`src/rtl/RSA_pkg.sv`:
```
`default_nettype none
// +--------------------------------------------------------------------+
// | RSA_pkg : shared RSA job/result types and the job-arbiter states    |
// | Rev 1.0 : initial release                                           |
// +--------------------------------------------------------------------+
package RSA_pkg;

  localparam int KEY_W = 32;

  typedef logic [KEY_W-1:0] KeyType;

  typedef struct packed {
    KeyType msg;
    KeyType key;
    KeyType modulus;
  } RSAModIn;

  typedef struct packed {
    KeyType result;
  } RSAModOut;

  typedef enum logic [1:0] {
    ARB_IDLE  = 2'd0,
    ARB_ISSUE = 2'd1,
    ARB_WAIT  = 2'd2
  } arb_state_e;

endpackage
`default_nettype wire

```
`src/rtl/rsa_rr_pick.sv`:
```
`default_nettype none
// +--------------------------------------------------------------------+
// | rsa_rr_pick : combinational round-robin pick starting after         |
// |               last_grant, wrapping modulo NUM_REQ                   |
// | Rev 1.0 : initial release                                           |
// +--------------------------------------------------------------------+
module rsa_rr_pick #(
  parameter int NUM_REQ = 4,
  parameter int ID_W    = (NUM_REQ > 1) ? $clog2(NUM_REQ) : 1
) (
  input  logic [NUM_REQ-1:0] req,
  input  logic [ID_W-1:0]    last_grant,
  output logic [ID_W-1:0]    winner,
  output logic               any_valid
);

  logic [ID_W-1:0] idx;

  // Scan from the farthest offset to the nearest so the nearest valid wins.
  always_comb begin
    winner    = '0;
    any_valid = 1'b0;
    idx       = '0;
    for (int k = NUM_REQ; k >= 1; k--) begin
      idx = ID_W'((int'(last_grant) + k) % NUM_REQ);
      if (req[idx]) begin
        winner    = idx;
        any_valid = 1'b1;
      end
    end
  end

endmodule
`default_nettype wire

```
`src/rtl/rsa_job_arbiter.sv`:
```
`default_nettype none
// +--------------------------------------------------------------------+
// | rsa_job_arbiter : round-robin sharing of one RSA core among          |
// |                   NUM_REQ requesters, one job in flight              |
// | Rev 1.0 : initial release                                           |
// +--------------------------------------------------------------------+
module rsa_job_arbiter
  import RSA_pkg::*;
#(
  parameter int NUM_REQ = 4,
  parameter int ID_W    = (NUM_REQ > 1) ? $clog2(NUM_REQ) : 1
) (
  input  logic                   clk,
  input  logic                   rst,
  input  logic [NUM_REQ-1:0]     req_i_valid,
  output logic [NUM_REQ-1:0]     req_i_ready,
  input  RSAModIn [NUM_REQ-1:0]  req_i_in,
  output logic [NUM_REQ-1:0]     req_o_valid,
  input  logic [NUM_REQ-1:0]     req_o_ready,
  output RSAModOut               req_o_out,
  output logic                   core_i_valid,
  input  logic                   core_i_ready,
  output RSAModIn                core_i_in,
  input  logic                   core_o_valid,
  output logic                   core_o_ready,
  input  RSAModOut               core_o_out,
  output logic                   o_busy,
  output logic [ID_W-1:0]        o_owner
);

  arb_state_e      state_q, state_d;
  RSAModIn         job_q, job_d;
  logic [ID_W-1:0] owner_q, owner_d;
  logic [ID_W-1:0] last_grant_q, last_grant_d;
  logic [ID_W-1:0] winner;
  logic            any_valid;

  rsa_rr_pick #(
    .NUM_REQ (NUM_REQ),
    .ID_W    (ID_W)
  ) u_pick (
    .req        (req_i_valid),
    .last_grant (last_grant_q),
    .winner     (winner),
    .any_valid  (any_valid)
  );

  always_ff @(posedge clk or negedge rst) begin
    if (!rst) begin
      state_q      <= ARB_IDLE;
      job_q        <= '0;
      owner_q      <= '0;
      last_grant_q <= ID_W'(NUM_REQ - 1);
    end else begin
      state_q      <= state_d;
      job_q        <= job_d;
      owner_q      <= owner_d;
      last_grant_q <= last_grant_d;
    end
  end

  always_comb begin
    state_d      = state_q;
    job_d        = job_q;
    owner_d      = owner_q;
    last_grant_d = last_grant_q;
    req_i_ready  = '0;
    req_o_valid  = '0;
    core_o_ready = 1'b0;
    case (state_q)
      ARB_IDLE: begin
        if (any_valid) begin
          // Ready is combinational, so it must be masked while reset is held.
          req_i_ready[winner] = rst;
          job_d               = req_i_in[winner];
          owner_d             = winner;
          state_d             = ARB_ISSUE;
        end
      end
      ARB_ISSUE: begin
        if (core_i_ready) begin
          state_d = ARB_WAIT;
        end
      end
      ARB_WAIT: begin
        req_o_valid[owner_q] = core_o_valid;
        core_o_ready         = req_o_ready[owner_q];
        if (core_o_valid && req_o_ready[owner_q]) begin
          last_grant_d = owner_q;
          state_d      = ARB_IDLE;
        end
      end
      default: state_d = ARB_IDLE;
    endcase
  end

  assign core_i_valid = (state_q == ARB_ISSUE);
  assign core_i_in    = job_q;
  assign req_o_out    = core_o_out;
  assign o_busy       = (state_q != ARB_IDLE);
  assign o_owner      = owner_q;

endmodule
`default_nettype wire

```
`config.mk`:
```
export PLATFORM = sky130hd
export DESIGN_NAME = rsa_job_arbiter
export DESIGN_NICKNAME = d
export VERILOG_FILES = /design/src/rtl/RSA_pkg.sv /design/src/rtl/rsa_rr_pick.sv /design/src/rtl/rsa_job_arbiter.sv
export SDC_FILE = /design/constraint.sdc
export NUM_CORES = 1
export LEC_CHECK = 0
export ABC_CLOCK_PERIOD_IN_PS = 5500
export CORE_AREA = 4 4 220 222
export DETAILED_ROUTE_END_ITERATION = 10
export DIE_AREA = 0 0 224 226
export GPL_TIMING_DRIVEN = 0
export HOLD_SLACK_MARGIN = 0.08
export PLACE_DENSITY = 0.39
export SLEW_MARGIN = 10
export SYNTH_ARGS = -nofsm -noshare
export SYNTH_HDL_FRONTEND = slang
export SYNTH_HIERARCHICAL = 1
export SYNTH_SLANG_ARGS = --single-unit
```
`constraint.sdc`:
```
create_clock -name clk -period 5.5 [get_ports clk]
set_clock_uncertainty 0.05 [all_clocks]
set_input_delay 1.1 -clock clk [delete_from_list [all_inputs] [get_ports clk]]
set_output_delay 1.1 -clock clk [all_outputs]
set_load 0.02 [all_outputs]
```
Word-level counts from Yosys, hierarchy flattened. Index checks and enable logic that the tools add are counted.

Eq/ne operators: 5. Magnitude comparators: 8. Multiplexer cells: 32. Bitwise logic cells: 2. Add/subtract/negate cells: 4. Reductions and logical operators: 8.

Operator list (number): binary-select mux 96 bit (select 2 bit) (1); two-way mux 96 bit (1); < comparator 2 x 3 -> 1 bit, second input constant (6); two-way mux 2 bit (7); two-way mux 1 bit (12); two-way mux 4 bit (3); binary-select mux 1 bit (select 2 bit) (5); AND 4 bit (2); case mux 2 bit (3 select lines) (1); adder 2 x 1 -> 2 bit, second input constant (2); adder 2 bit, second input constant (2); demux 1 bit (select 2 bit) (2); greater-or-equal comparator 2 x 1 -> 1 bit, second input constant (2); inequality test 2 bit, second input constant (2); AND reduction 2 bit (2); logical AND 1 bit (3); AND reduction 3 bit (1); == test 2 x 1 -> 1 bit, second input constant (1); == test 2 bit, second input constant (1); zero test 2 bit (1); inequality test 2 x 1 -> 1 bit, second input constant (1); nonzero test 2 bit (1).

Logic and storage cells: 65. Register bits after elaboration: 102. Input port bits: 428.

Depth between registers and ports, before layout.
Depth in word-level cells: 14. Mapped depth: 7.

Cells and area by module. The synthesis kept the hierarchy.

Modules (own cells, without submodules): rsa_job_arbiter (times used 1, area an instance 6521.3 um^2, seq. area each 2555.0 um^2, cells an instance 396); rsa_rr_pick (times used 1, area an instance 91.3 um^2, seq. area each 0.0 um^2, cells an instance 14).

Least setup slack after synthesis. Ideal clock, no wire load.

Kind: in2out. Start point: input req_i_valid[0]. End point: output req_i_ready[2]. Path slack: 1913 ps. Arrival: 2437 ps. Data required time: 4350 ps. Stages on the path: 7. Buffers on the path: 2. Path through: a21oi_1 a31oi_1 a21oi_1 buf_2 clkbuf_1 inv_1 nor3_1.

Word-level cells in the longest chain between the ends: 13.

Ends and longest elaborated chain: start, declared (line rsa_job_arbiter.sv:15) `input logic [NUM_REQ-1:0] req_i_valid,`; binary-select mux 1 bit (select 2 bit) (line rsa_rr_pick.sv:26) `if (req[idx]) begin`; two-way mux 1 bit (implied by the code) (line rsa_rr_pick.sv:26); two-way mux 2 bit (3 in a row) (line rsa_rr_pick.sv:26); two-way mux 2 bit (*) (line rsa_rr_pick.sv:26); net winner[1] (line rsa_job_arbiter.sv:35) `logic [ID_W-1:0] winner;`; < comparator 2 x 3 -> 1 bit (implied by the code) / greater-or-equal comparator 2 x 1 -> 1 bit (equally long branches) (line rsa_job_arbiter.sv:74) `req_i_ready[winner] = rst;`; logical AND 1 bit (implied by the code) (line rsa_job_arbiter.sv:74); two-way mux 1 bit (implied by the code) (line rsa_job_arbiter.sv:74); demux 1 bit (select 2 bit) (*) (line rsa_job_arbiter.sv:74); AND 4 bit (no line) (*); two-way mux 4 bit (*) (line rsa_job_arbiter.sv:72) `if (any_valid) begin`; two-way mux 4 bit (*) (line rsa_job_arbiter.sv:70) `case (state_q)`; end, declared (line rsa_job_arbiter.sv:16) `output logic [NUM_REQ-1:0] req_i_ready,`.

Mark *: on every way through the listed nets, which the timed path passes. The rest lies on a longest branch. The select of a mux whose other input is x is not followed.

Worst setup path in the final report.
Start point: input req_i_valid[1]. End point: output req_i_ready[2].

The elaborated chain is that of the path after synthesis.

==> out/results.tsv <==
stage	metric	value	unit
sta	fin_setup_tns	0	ns
sta	finalHoldViolCount	0	
floorplan	dieArea	0.05062	sq mm
cts	h-tree-depth	3	
sta	slew-limit-headroom	40.14	%
grt	grt_max_degree	58	
cells_and_area	drive_gt1_share	28.35	%
synthesis	ys_ff_latch	102	
cells_and_area	nets	1386	
floorplan	coreArea	0.04636	sq mm
setup_path	end_kind	output port	
min_path	min_from	core_i_in[78]	
synthesis	yosysTopAreaCell	dfrtp_1	
placed_design	place_congestion	0.7637	
floorplan	ios	569	
synthesis	netlist-cell-type-count	31	
cts	clockBufferDepth	2	
sta	rsz0062_at_grt	false	
floorplan	die_x	224	microns
routing	drc	0	
synthesis	synth_xor_area_share	0	%
cts	cts_setup_buffers	0	
setup_path	cp_max_fo	10	
synthesis	yosys-top-cells-count	100 x dfrtp_1, 98 x mux2_2, 97 x mux4_2, 40 x buf_4, 11 x buf_6	
placed_design	dp.cells	1554	
setup_path	crit_path_start_kind	primary input	
placed_design	port_buffers	536	
synthesis	ys_warn_count	6	
routing	dr.pass1.iters	4	
cts	clock-sinks	102	
setup_path	path_class	primary input to output port	
synthesis	synthMuxAreaShare	50.18	%
cts	numCtsBuffers	9	
cts	ctsResizeCount	0	
sta	setup_viol	0	
synthesis	synth_compound_area_share	1.287	%
synthesis	synth_flop_cell	dfrtp_1	
sta	slew_viol_final	0	
synthesis	ys_seq_area_share	38.64	%
routing	drt_iter0_drc	110	
power_and_ir_drop	max-vdd-ir-drop	0.0001202	V
power_and_ir_drop	p_per_area	427.2	mW/mm^2
setup_path	cp.required	4.35	ns
setup_path	rr_endpoint	core_i_in[94]	
routing	drt_wl_total	33550	microns
synthesis	synth-simple-area-share	2.214	%
cts	path_clk_slew	0.06	ns
synthesis	avgSynthCellArea	16.13	sq um
cells_and_area	antenna_cells	0	
synthesis	synth.most_common_cell	dfrtp_1	
status	status	finished, final reports clean	
synthesis	synth_adder_area_share	0	%
floorplan	fp.dieH	226	microns
synthesis	synth_edf_count	0	
sta	setup_slack	0.3580	ns
routing	wire_per_inst	21.37	microns
grt	grt_pass1_wl	47480	microns
setup_path	cp.arrival	3.99	ns
min_path	min_path_cells	1	
cts	cts_root_buf	clkbuf_16	
placed_design	placed_area	0.01277	sq mm
synthesis	synthesis.instances	410	
power_and_ir_drop	leakagePower	4.843	nW
synthesis	synth_area	0.006613	sq mm
cells_and_area	design_area	0.01303	sq mm
cts	cts_tree	done	
sta	clock.fmax	0.1945	GHz
synthesis	synth_top_area_share	37.84	%
grt	groute.usage.overall	12.86	%
setup_path	worst_r2r_path_depth	6	
floorplan	num_rows	79	
setup_path	r2r-start	last_grant_q[1]	
placed_design	pre_cts_ws	0.2308	ns
routing	vias	6004	
cells_and_area	stdcell_count	1570	
synthesis	synth_fp_nets	838	
cts	ctsHoldBuffers	0	
synthesis	synth_top_family_by_area	multiplexers	
routing	vias_per_cell	3.824	
sta	post-route-min-period	5.142	ns
placed_design	dp_hpwl	28360	microns
grt	grt_pass1_vias	6972	
cts	clk_latency	0.36	ns
min_path	hold_class	register to register	
floorplan	start_util	14.26	%
sta	min_period_over_period	93.49	%
min_path	hold_path_end	core_i_in[78]	
synthesis	ys_async_sr_fraction	100.0	%
cells_and_area	syn2layout_area_growth	97.01	%
synthesis	yosys-top-cells-area	dfrtp_1 38%, mux4_2 33%, mux2_2 17%	
run	drv_cap	0	
setup_path	rrSetupSlack	2.65	ns
grt	antenna_found_initial	1	
grt	gr-total-overflow	0	
sta	tightest_slew	0.8979	ns
routing	ant_nets	0	
-- power by group --
group | switching [mW] | total, mW | internal (mW)
registers | 0.224 | 1.38 | 1.15
logic | 1.61 | 3.57 | 1.96
clock network | 0.309 | 0.616 | 0.307
-- sequential cells by signal (all words and copies together), names as in the netlist --
register,count
o_owner,2
core_i_in,96
state_q,2
last_grant_q,2
-- cell type report --
| class | instances | area [sq um] |
|---|---|---|
| inverters | 5 | 18.77 |
| well taps | 607 | 759.5 |
| plain buffers | 66 | 489.2 |
| clock buffers | 12 | 236.5 |
| fillers | 4775 | 33330 |
| flip-flops and latches | 102 | 2555 |
| repair buffers | 537 | 5394 |
| clock inverters | 4 | 25.02 |
| multi-input cells | 237 | 3550 |
-- critical path, cell delays in order --
cell	delay (ns)
clkdlybuf4s50_1	0.47
a21oi_1	0.14
a31oi_1	0.05
a21oi_1	0.12
buf_2	0.37
clkbuf_1	0.70
inv_1	0.13
nor3_1	0.23
clkdlybuf4s50_1	0.65
-- logic make-up (layout without fill, tap and decap cells) --
kind of cell | count (synthesis) | count (layout)
mux | 198 | 198
flops | 102 | 102
compound gates | 12 | 12
buf+inv | 71 | 624
simple gates | 27 | 27
-- worst max path at each step --
stage | cells after the start | endpoint | slack, ns | from
after global placement | 4 | req_i_ready[3] | -2.47 | rst
final | 9 | req_i_ready[2] | 0.36 | req_i_valid[1]
after CTS | 9 | req_i_ready[2] | 0.22 | req_i_valid[1]
after global routing | 9 | req_i_ready[2] | 0.06 | req_i_valid[1]
after floorplan | 7 | req_i_ready[2] | 1.91 | req_i_valid[0]
after detailed placement | 9 | req_i_ready[2] | 0.23 | req_i_valid[1]
-- metrics by stage --
step / util [%] / hold slack, ns / total power [mW]
2_1_floorplan: - / 0.4244 / 3.344
3_3_place_gp: 27.48 / 0.4400 / 5.087
3_5_place_dp: 27.54 / 0.4447 / 5.080
4_1_cts: 28.10 / 0.4608 / 5.754
5_1_grt: 28.10 / 0.4686 / 5.957
6_report: 28.10 / 0.4564 / 5.565
-- layout by cell type, fill, tap and decap left out, types with 2 or more instances in the layout --
cell type / n
nor2b_1: 2
dfrtp_1: 100
mux2i_1: 3
clkinv_2: 2
nand2b_1: 4
nor2_1: 9
o21ai_0: 2
clkbuf_16: 9
mux2_2: 98
inv_1: 5
a21oi_1: 3
clkbuf_1: 7
buf_1: 4
dfstp_2: 2
buf_2: 7
a21o_1: 2
clkdlybuf4s50_1: 535
buf_4: 40
clkinvlp_4: 2
mux4_2: 97
buf_6: 12
nand2_1: 3
nor3_1: 2
-- routing by layer --
layer | GRT usage, % | vias to the layer above | part of all wire [%]
met5 | 0 | - | 0
met4 | 3.659 | 0 | 1.5
met3 | 4.537 | 16 | 8.8
met2 | 23.76 | 319 | 53
met1 | 13.89 | 2967 | 36
li1 | - | 2702 | -
Note: power is estimated with default switching activity, not from simulation.
